## src/rtl/nor_bank.sv

```systemverilog
// Bank of registered NOR channels: negedge sampling, posedge pipeline of
// configurable depth, and sticky per-channel oscillation detection on y.

module nor_bank_lane #(
    parameter int OSC_LIMIT = 16
) (
    input  logic clk,
    input  logic rst_n,
    input  logic adv,
    input  logic toggle,
    input  logic osc_clr,
    output logic osc
);
    localparam logic [7:0] LIMIT = 8'(OSC_LIMIT);

    logic [7:0] tc;
    logic [7:0] tc_next;
    logic       set;

    always_comb begin
        tc_next = 8'd0;
        if (toggle) tc_next = (tc >= LIMIT) ? LIMIT : tc + 8'd1;
    end

    // Reaching the limit on a toggling edge sets the flag, including when the
    // counter is already saturated, so a cleared flag re-arms on the next toggle.
    assign set = adv && toggle && (tc_next == LIMIT);

    always_ff @(posedge clk or negedge rst_n) begin
        if (!rst_n) begin
            tc  <= 8'd0;
            osc <= 1'b0;
        end else begin
            if (adv) tc <= tc_next;
            if (set) osc <= 1'b1;
            else if (osc_clr) osc <= 1'b0;
        end
    end
endmodule

module nor_bank #(
    parameter int               WIDTH     = 8,
    parameter int               FANIN     = 4,
    parameter int               LATENCY   = 1,
    parameter logic [WIDTH-1:0] IV        = {WIDTH{1'b0}},
    parameter int               OSC_LIMIT = 16
) (
    input  logic                   clk,
    input  logic                   rst_n,
    input  logic [WIDTH*FANIN-1:0] in,
    input  logic                   hold,
    input  logic                   osc_clr,
    output logic [WIDTH-1:0]       y,
    output logic [WIDTH-1:0]       osc
);
    if (WIDTH < 1 || WIDTH > 64 || FANIN < 1 || FANIN > 16 ||
        LATENCY < 1 || LATENCY > 8 || OSC_LIMIT < 2 || OSC_LIMIT > 255) begin : g_bad_param
        $error("nor_bank: parameter out of legal range");
    end

    logic [WIDTH-1:0]              nor_now;
    logic [WIDTH-1:0]              s;
    logic [WIDTH-1:0]              y_next;
    logic [WIDTH-1:0]              toggle;
    logic [LATENCY-1:0][WIDTH-1:0] stage;

    for (genvar i = 0; i < WIDTH; i++) begin : g_ch
        assign nor_now[i] = ~|in[i*FANIN +: FANIN];

        nor_bank_lane #(.OSC_LIMIT(OSC_LIMIT)) u_lane (
            .clk     (clk),
            .rst_n   (rst_n),
            .adv     (!hold),
            .toggle  (toggle[i]),
            .osc_clr (osc_clr),
            .osc     (osc[i])
        );
    end

    // Sample half a cycle ahead of the shift; hold deliberately does not gate it.
    always_ff @(negedge clk or negedge rst_n) begin
        if (!rst_n) s <= IV;
        else        s <= nor_now;
    end

    always_ff @(posedge clk or negedge rst_n) begin
        if (!rst_n) begin
            stage <= {LATENCY{IV}};
        end else if (!hold) begin
            stage[0] <= s;
            for (int j = 1; j < LATENCY; j++) stage[j] <= stage[j-1];
        end
    end

    // Value y takes on the next shift, used to detect a toggle before it lands.
    if (LATENCY == 1) begin : g_lat1
        assign y_next = s;
    end else begin : g_latn
        assign y_next = stage[LATENCY-2];
    end

    assign y      = stage[LATENCY-1];
    assign toggle = y_next ^ y;
endmodule
```

## config.mk

```make
export PLATFORM = sky130hd
export DESIGN_NAME = nor_bank
export DESIGN_NICKNAME = d
export VERILOG_FILES = /design/src/rtl/nor_bank.sv
export SDC_FILE = /design/constraint.sdc
export NUM_CORES = 1
export LEC_CHECK = 0
export ABC_AREA = 1
export BUFFER_PORTS_ARGS = -buffer_cell sky130_fd_sc_hd__buf_2
export CAP_MARGIN = 10
export CORE_UTILIZATION = 27
export DETAILED_ROUTE_END_ITERATION = 8
export PLACE_DENSITY = 0.47
export SLEW_MARGIN = 30
export SYNTH_ARGS = -nofsm -noshare
export SYNTH_HDL_FRONTEND = slang
export SYNTH_SLANG_ARGS = --single-unit
```

## constraint.sdc

```tcl
create_clock -name clk -period 3.2 [get_ports clk]
set_input_delay 0.64 -clock clk [delete_from_list [all_inputs] [get_ports clk]]
set_output_delay 0.64 -clock clk [all_outputs]
set_load 0.1 [all_outputs]
```

Word level (Yosys, flattened, before mapping)
Index checks and enable logic that the tools add are counted.
W data, S select, Z words.
- logic and storage cells: 109
- output and inout port bits: 16
- register bits after elaboration: 88
- multiplexer cells: 25
- order comparisons: 8
- add/subtract/negate cells: 8
- bitwise logic cells: 1
- equal/unequal tests: 8
- reductions and logical operators: 41
- operators by type and width (operator ; count):
    $mux W8 ; 16
    $add A8 B1 Y8 const B ; 8
    $eq A8 B5 Y1 const B ; 8
    $ge A8 B5 Y1 const B ; 8
    $reduce_or A4 Y1 ; 8
    $logic_and A1 B1 Y1 ; 16
    $reduce_bool A2 Y1 ; 8
    $logic_not A1 Y1 ; 9
    $mux W1 ; 9
    $xor A8 B8 Y8 ; 1

Depth between registers and ports, before layout
Gate-level depths: netlist of the first run.
- word-level depth: 6
- depth in mapped cells: 9

By module
From an unflattened synthesis of the first run, not the netlist that was laid out.
- cells, all modules: 594
- area total of the unflattened synthesis: 4819.6 µm²
- by module, submodules not included (module ; times used ; seq. area each (µm²) ; area an instance (µm²) ; cells each):
    nor_bank_lane ; 8 ; 225.2 ; 496.7 ; 58
    nor_bank ; 1 ; 400.4 ; 845.8 ; 130

==> results of run 1 <==
## cells in the final DEF, fill, tap and decap left out
master / netlist / routed
clkbuf_16: 0 / 9
a21oi_1: 3 / 3
xnor2_1: 5 / 5
o21ai_1: 7 / 7
nand2_1: 149 / 149
ha_1: 16 / 16
clkinvlp_4: 0 / 1
nand3_2: 3 / 3
xor2_1: 5 / 5
nand3_1: 39 / 39
nor4_1: 8 / 8
buf_4: 9 / 7
o21ai_0: 36 / 36
buf_2: 8 / 50
bufinv_16: 0 / 2
o21a_1: 3 / 3
inv_1: 64 / 64
inv_4: 1 / 1
nor2_1: 47 / 47
dfrtn_1: 8 / 8
dfrtp_1: 80 / 80
clkinv_2: 0 / 3
o21ai_2: 3 / 3
clkbuf_8: 0 / 1
nand4_1: 8 / 8
o21bai_1: 3 / 3
nor2_4: 3 / 3
nor2_2: 4 / 4
nand3b_1: 1 / 1
or2_2: 2 / 2
## how the worst max path moves through the flow
stage,from,to,slack [ns],cells after the start
2_1_floorplan,s[0],g_ch[0].u_lane.osc,0.58,5
3_3_place_gp,in[17],s[4],0.41,2
3_5_place_dp,in[17],s[4],0.43,2
4_1_cts,s[5],g_ch[5].u_lane.osc,0.49,5
5_1_grt,s[6],g_ch[6].u_lane.osc,0.33,7
6_report,s[7],g_ch[7].u_lane.osc,0.50,7
## metrics by stage
step,utilization [%],power (mW)
after CTS,32.84,2.511
after global placement,30.75,1.356
after detailed placement,30.75,1.359
after global routing,32.84,2.581
final,32.84,2.466
after floorplan,-,1.285
## metal layers
| metal | part of all wire [%] | GRT usage, % | vias up |
|---|---|---|---|
| met5 | 0 | 0 | - |
| met2 | 43 | 17.33 | 53 |
| li1 | - | - | 1718 |
| met4 | 1.6 | 4.775 | 0 |
| met3 | 3.3 | 2.370 | 10 |
| met1 | 52 | 14.80 | 1485 |
## flip-flops by register name, summed over array words and instances, names as in the netlist
signal	flops
g_ch.u_lane.tc	64
g_ch.u_lane.osc	8
s	8
y	8
## cell families after synthesis
logic type,Yosys count
DFF,88
buffers and inverters,86
xor gates and xnor gates,10
and+or+nand+nor,264
AOI/OAI and AO/OA,55
adders and majority gates,16
## report_power, final
| group | internal [mW] | switching (mW) | leakage [nW] | total [mW] |
|---|---|---|---|---|
| Combinational | 0.0533 | 0.127 | 1.37 | 0.180 |
| Clock | 0.701 | 0.431 | 0.158 | 1.13 |
| Sequential | 1.13 | 0.0216 | 1.22 | 1.15 |
## layout make-up
class / count / area, um^2 / area share, %
flip-flops and latches: 88 / 2202 / 43.47
well taps: 211 / 264.0 / 5.211
clock buffers: 10 / 239.0 / 4.717
repair buffers: 57 / 302.8 / 5.977
multi-input cells: 345 / 1729 / 34.13
clock inverters: 6 / 82.58 / 1.630
inverters: 65 / 246.5 / 4.865
==> metrics.cfg, run 1 <==
[outcome]
status=finished clean

[setup_path]
critPathArrivalTime_ns=2.93
r2r_setup_slack_ns=0.50
worst_setup_path_end_kind=flop
cp_max_fo=3
cp_slowest_cell=dfrtn_1
crit_required_ns=3.43
worstReg2RegStart=s[7]
path_common_cell=nand2_1
criticalPathCategory=flop to flop
r2r-end=g_ch[7].u_lane.osc
reg2reg_depth=7
cp.buffers_inverters=1
cp_cell_sequence=inv_1 -> nand2_1 -> nand2_1 -> o21ai_0 -> nor2_1 -> nand2_1 -> nand2_1
cp_top_family=flip-flops
slowest_delay_ns=0.42
critPathLaunchType=flop

[final_layout]
fin_cells=782
fin_nets=618
diodes=0
final_area_um2=5066
syn2layout_area_growth_pct=17.40
nFillCells=1666
post_route_cells_drive_above_1_share_pct=15.59

[synthesis]
synth_warnings=0
synth_nets=571
synth_top_area_share_pct=46.39
yosys.area_share.simple_pct=26.41
syn-cell-area_um2=4315
synth.most_common_cell=nand2_1
synth-edff-count=0
yosys.area_share.xor_xnor_pct=2.030
synth_compound_area_share_pct=6.988
synthAdderAreaFrac_pct=4.639
synth_top_family_by_area=simple AND/OR/NAND/NOR gates
netlist_instances=519
ys_types=27
seq_area_frac_synth_pct=51.03
synth.largest_area_cell=dfrtp_1
async_flop_share_pct=100.0
avgSynthCellArea_um2=8.315
synthFlopType=dfrtp_1
yosys-top-cells-area=dfrtp_1, nand2_1, inv_1
synth_common_cells=nand2_1, dfrtp_1, inv_1
ys_seq_elements=88
synthMuxAreaShare_pct=0

[die]
start_util_pct=27.97
die_h_um=128.4
core_um2=15430
die_area_um2=16490
rows=45
io_pins=52
die-width_um=128.4

[sta]
slew-limit-headroom_pct=48.71
tightest_slew_ns=0.7694
setup_violations=0
worst_slack_ns=0.4992
skew_ns=0.009694
hold_slack_ns=0.2570
tns_ns=0
rsz0062_at_grt=no
hold_viol_final=0
maxSlewViolCount=0

[clocking]
path_clk_slew_ns=0.06
cts-root-buf=clkbuf_16
cts-hold-fix-buffers=0
tritoncts=built
htree_levels=3
cts_resized=0
clk-insertion-delay-late_ns=0.34
post_cts_buffers=0
clockBufferDepth=2
cts_buffers=9
clkSinkCount=88

[place]
hpwl_um=5589
io_buffers=51
preCtsSetupSlack_ns=0.4253
gp_congestion=0.7845
dp_cells=766
placed_cell_area_um2=4745

[grt]
grtUsageTotal_pct=11.08
grt-ovfl-total=0
grt_pass1_vias=3093
antenna_found_initial=0
grt_first_pass_wirelength_um=14430
grt_max_degree=78

[power_and_ir_drop]
p_leak_nw=2.746
irDropWorstVdd_mv=0.2608
p_per_area_nw_per_um2=486.8

[route]
routed_wl_um=8209
first_pass_iters=4
wl_per_cell_um=10.50
via_count=3266
via_per_inst=4.176
drt_iter0_markers=179
drc_errors=0
ant_nets=0

[min_path]
hp-class=input port to asynchronous set/reset pin

[run]
maxCapViolations=0

Power figures use the tool's default switching activity.
==> run 2, diff against run 1 <==
==> constraint.sdc (replaced) <==
create_clock -name clk -period 2.7 [get_ports clk]
set_input_delay 0.54 -clock clk [delete_from_list [all_inputs] [get_ports clk]]
set_output_delay 0.54 -clock clk [all_outputs]
set_load 0.1 [all_outputs]
==> metrics.cfg, run 2 (same netlist as run 1, synthesis figures left out) <==
[outcome]
status=finished clean

[die]
rows=45
die-width_um=128.4
die_h_um=128.4
io_pins=52
die_area_um2=16490
core_um2=15430
start_util_pct=27.97

[sta]
tightest_slew_ns=0.4846
skew_ns=0.007063
tns_ns=0
slew-limit-headroom_pct=67.66
maxSlewViolCount=0
hold_slack_ns=0.1294
rsz0062_at_grt=no
worst_slack_ns=0.2582
setup_violations=0
hold_viol_final=0

[route]
wl_per_cell_um=10.81
first_pass_iters=4
drc_errors=0
drt_iter0_markers=144
routed_wl_um=8444
ant_nets=0
via_per_inst=4.205
via_count=3284

[final_layout]
largest_reg_flops=64
fin_cells=781
syn2layout_area_growth_pct=16.27
final_cell_mix=nand2_1, dfrtp_1, inv_1
nFillCells=1639
diodes=0
utilization_pct=32.52
post_route_cells_drive_above_1_share_pct=14.91
fin_nets=617
top_register=g_ch.u_lane.tc
final_common_cell=nand2_1
final_area_um2=5017

[setup_path]
cp.buffers_inverters=1
critPathArrivalTime_ns=2.67
path_common_cell=nand2_1
reg2reg_depth=7
critPathLaunchType=flop
worst-path-stages=7
criticalPathCategory=flop to flop
cp_cell_sequence=inv_1 -> nand2_1 -> nand2_1 -> o21ai_0 -> nor2_1 -> nand2_1 -> nand2_1
slowest_delay_ns=0.42
worst_setup_path_end_kind=flop
cp_max_fo=4
cp_slowest_cell=dfrtn_1
crit_required_ns=2.93
cp_top_family=flip-flops

[place]
dp_cells=765
gp_congestion=0.7554
placed_cell_area_um2=4750
hpwl_um=5632
preCtsSetupSlack_ns=0.2298
io_buffers=51

[power_and_ir_drop]
irDropWorstVdd_mv=0.2992
p_per_area_nw_per_um2=542.6
p_leak_nw=2.717
p_total_mw=2.723

[clocking]
htree_levels=3
post_cts_buffers=0
clk-insertion-delay-late_ns=0.34
clkSinkCount=88
path_clk_slew_ns=0.06
tritoncts=built
cts-root-buf=clkbuf_16
cts-hold-fix-buffers=0
clockBufferDepth=2
cts_buffers=9
cts_resized=0

[grt]
grt_first_pass_wirelength_um=14720
grt_max_degree=78
grtUsageTotal_pct=11.43
grt_pass1_vias=3160
antenna_found_initial=0
grt-ovfl-total=0

[min_path]
hp-class=input port to asynchronous set/reset pin

[run]
maxCapViolations=0

-- run 2: cell types whose count changed in the layout (fill, tap and decap cells not counted) --
cell | before | now
buf_12 | 0 | 1
buf_4 | 7 | 5
bufinv_16 | 2 | 0
clkbuf_1 | 0 | 3
clkinv_2 | 3 | 2
-- run 2: cell type report --
type	count	area (um^2)	share of cell area [%]
flip-flops and latches	88	2202	43.89
inverters	65	246.5	4.913
clock inverters	3	17.52	0.3491
well taps	211	264.0	5.262
repair buffers	56	307.8	6.135
clock buffers	13	250.2	4.988
multi-input cells	345	1729	34.46
-- run 2: power breakdown --
part,switching [mW],leakage (nW),internal (mW)
clock,0.493,0.130,0.647
combinational,0.152,1.37,0.0644
sequential,0.0253,1.22,1.34
-- run 2: per-layer routing --
layer  vias to the layer above  share of wire, %  track usage, %
met4                         0               1.2           3.737
li1                       1712                 -               -
met1                      1520                50           14.41
met5                         -                 0               0
met2                        46                45           18.76
met3                         6               3.8           3.368
-- run 2: path summary, 6_finish.rpt --
check | slack (ns) | startpoint | end
min reg2reg | 0.46 | g_ch[7].u_lane.tc[7] | g_ch[7].u_lane.tc[7]
max reg2reg | 0.26 | s[6] | g_ch[6].u_lane.osc
min | 0.13 | rst_n | y[0]
min in group clk | 0.46 | g_ch[7].u_lane.tc[7] | g_ch[7].u_lane.tc[7]
max in group asynchronous | 1.02 | rst_n | s[7]
max | 0.26 | s[6] | g_ch[6].u_lane.osc
-- run 2: worst register-to-register path, cell delays in order (launching register included) --
cell	delay (ns)
dfrtn_1	0.42
inv_1	0.07
nand2_1	0.06
nand2_1	0.10
o21ai_0	0.14
nor2_1	0.09
nand2_1	0.07
nand2_1	0.05
==> run 3, diff against run 2 <==
--- a/config.mk
+++ b/config.mk
@@ -10,7 +10,7 @@
 export CAP_MARGIN = 10
 export CORE_UTILIZATION = 27
 export DETAILED_ROUTE_END_ITERATION = 8
-export PLACE_DENSITY = 0.47
+export PLACE_DENSITY = 0.54
 export SLEW_MARGIN = 30
 export SYNTH_ARGS = -nofsm -noshare
 export SYNTH_HDL_FRONTEND = slang
==> constraint.sdc (replaced) <==
create_clock -name clk -period 2.9 [get_ports clk]
set_input_delay 0.58 -clock clk [delete_from_list [all_inputs] [get_ports clk]]
set_output_delay 0.58 -clock clk [all_outputs]
set_load 0.1 [all_outputs]
==> metrics.cfg, run 3 (same netlist as run 1, synthesis figures left out) <==
[outcome]
status=finished clean

[power_and_ir_drop]
p_per_area_nw_per_um2=505.5
irDropWorstVdd_mv=0.2512
p_leak_nw=2.727

[route]
via_per_inst=4.212
via_count=3294
first_pass_iters=4
routed_wl_um=8202
drt_iter0_markers=193
wl_per_cell_um=10.49
drc_errors=0
ant_nets=0

[clocking]
path_clk_slew_ns=0.06
htree_levels=3
tritoncts=built
cts-root-buf=clkbuf_16
cts_buffers=9
clk-insertion-delay-late_ns=0.34
post_cts_buffers=0
cts-hold-fix-buffers=0
clockBufferDepth=2
clkSinkCount=88
cts_resized=0

[setup_path]
worst_setup_path_end_kind=flop
critPathLaunchType=flop
worst-path-stages=5
criticalPathCategory=flop to flop
reg2reg_depth=5
cp-startpoint=s[5]
cp_top_family=flip-flops
cp_slowest_cell=dfrtn_1
r2r_setup_slack_ns=0.35
slowest_delay_ns=0.47
crit_path_end=g_ch[5].u_lane.osc
crit_required_ns=3.13
worstReg2RegStart=s[5]
cp.buffers_inverters=0
r2r-end=g_ch[5].u_lane.osc
cp_max_fo=6
cp_cell_sequence=xnor2_1 -> nor2_4 -> o21ai_1 -> nand3_1 -> nand2_1
critPathArrivalTime_ns=2.78

[die]
die_h_um=128.4
die-width_um=128.4
rows=45
core_um2=15430
die_area_um2=16490
io_pins=52
start_util_pct=27.97

[grt]
antenna_found_initial=0
grt-ovfl-total=0
grt_first_pass_wirelength_um=14720
grtUsageTotal_pct=11.24
grt_max_degree=78
grt_pass1_vias=3275

[final_layout]
fin_nets=619
final_common_cell=nand2_1
largest_reg_flops=64
nFillCells=1676
final_area_um2=5026
post_route_cells_drive_above_1_share_pct=15.41
syn2layout_area_growth_pct=16.47
final_cell_mix=nand2_1, dfrtp_1, inv_1
top_register=g_ch.u_lane.tc
diodes=0

[sta]
setup_violations=0
hold_viol_final=0
skew_ns=0.01054
tns_ns=0
tightest_slew_ns=0.7624
maxSlewViolCount=0
slew-limit-headroom_pct=49.17
rsz0062_at_grt=no

[place]
placed_cell_area_um2=4752
gp_congestion=0.7642
io_buffers=51
hpwl_um=5734

[min_path]
hp-class=input port to asynchronous set/reset pin

[run]
maxCapViolations=0

==> run 3: per-layer routing <==
layer  vias up  routed length (um)  GRT usage [%]  share of wire, %
li1       1711                   -              -                 -
met1      1519                3978          13.76                49
met2        55                3767          18.95                46
met3         9                 350          3.160               4.3
met4         0                 106          3.875               1.3
met5         -                   0              0                 0
==> run 3: worst min path at each step <==
stage	from	to	slack [ns]	depth (start not counted)
5_1_grt	rst_n	y[2]	0.16	1
4_1_cts	rst_n	y[2]	0.15	1
3_5_place_dp	g_ch[4].u_lane.tc[5]	g_ch[4].u_lane.tc[5]	0.45	2
3_3_place_gp	g_ch[4].u_lane.tc[5]	g_ch[4].u_lane.tc[5]	0.45	2
2_1_floorplan	rst_n	g_ch[0].u_lane.osc	0.28	0
6_report	rst_n	y[2]	0.15	1
==> run 3: cell type report <==
class,instances,area [um^2],share of cell area [%]
Multi-Input combinational cell,345,1729,34.40
Clock inverter,3,17.52,0.3485
Clock buffer,12,256.5,5.103
Timing Repair Buffer,58,310.3,6.174
Tap cell,211,264.0,5.253
Sequential cell,88,2202,43.81
Inverter,65,246.5,4.904
==> run 3: per-stage QoR <==
step	power, mW	util [%]	instances	hold WS (ns)	setup slack, ns
floorplan	1.418	-	519	0.2844	0.4338
finish	2.541	32.58	782	0.1502	0.3491
global route	2.659	32.58	782	0.1622	0.1641
global placement	1.495	30.80	767	0.4458	0.3084
CTS	2.594	32.58	782	0.1458	0.3493
detailed placement	1.501	30.80	767	0.4500	0.3366
==> run 3: report_power, final <==
group / total (mW) / internal, mW / switching, mW / leakage [nW]
Combinational: 0.200 / 0.0598 / 0.140 / 1.38
Clock: 1.07 / 0.619 / 0.448 / 0.134
Sequential: 1.27 / 1.25 / 0.0240 / 1.22
Total: 2.54 / 1.93 / 0.612 / 2.73
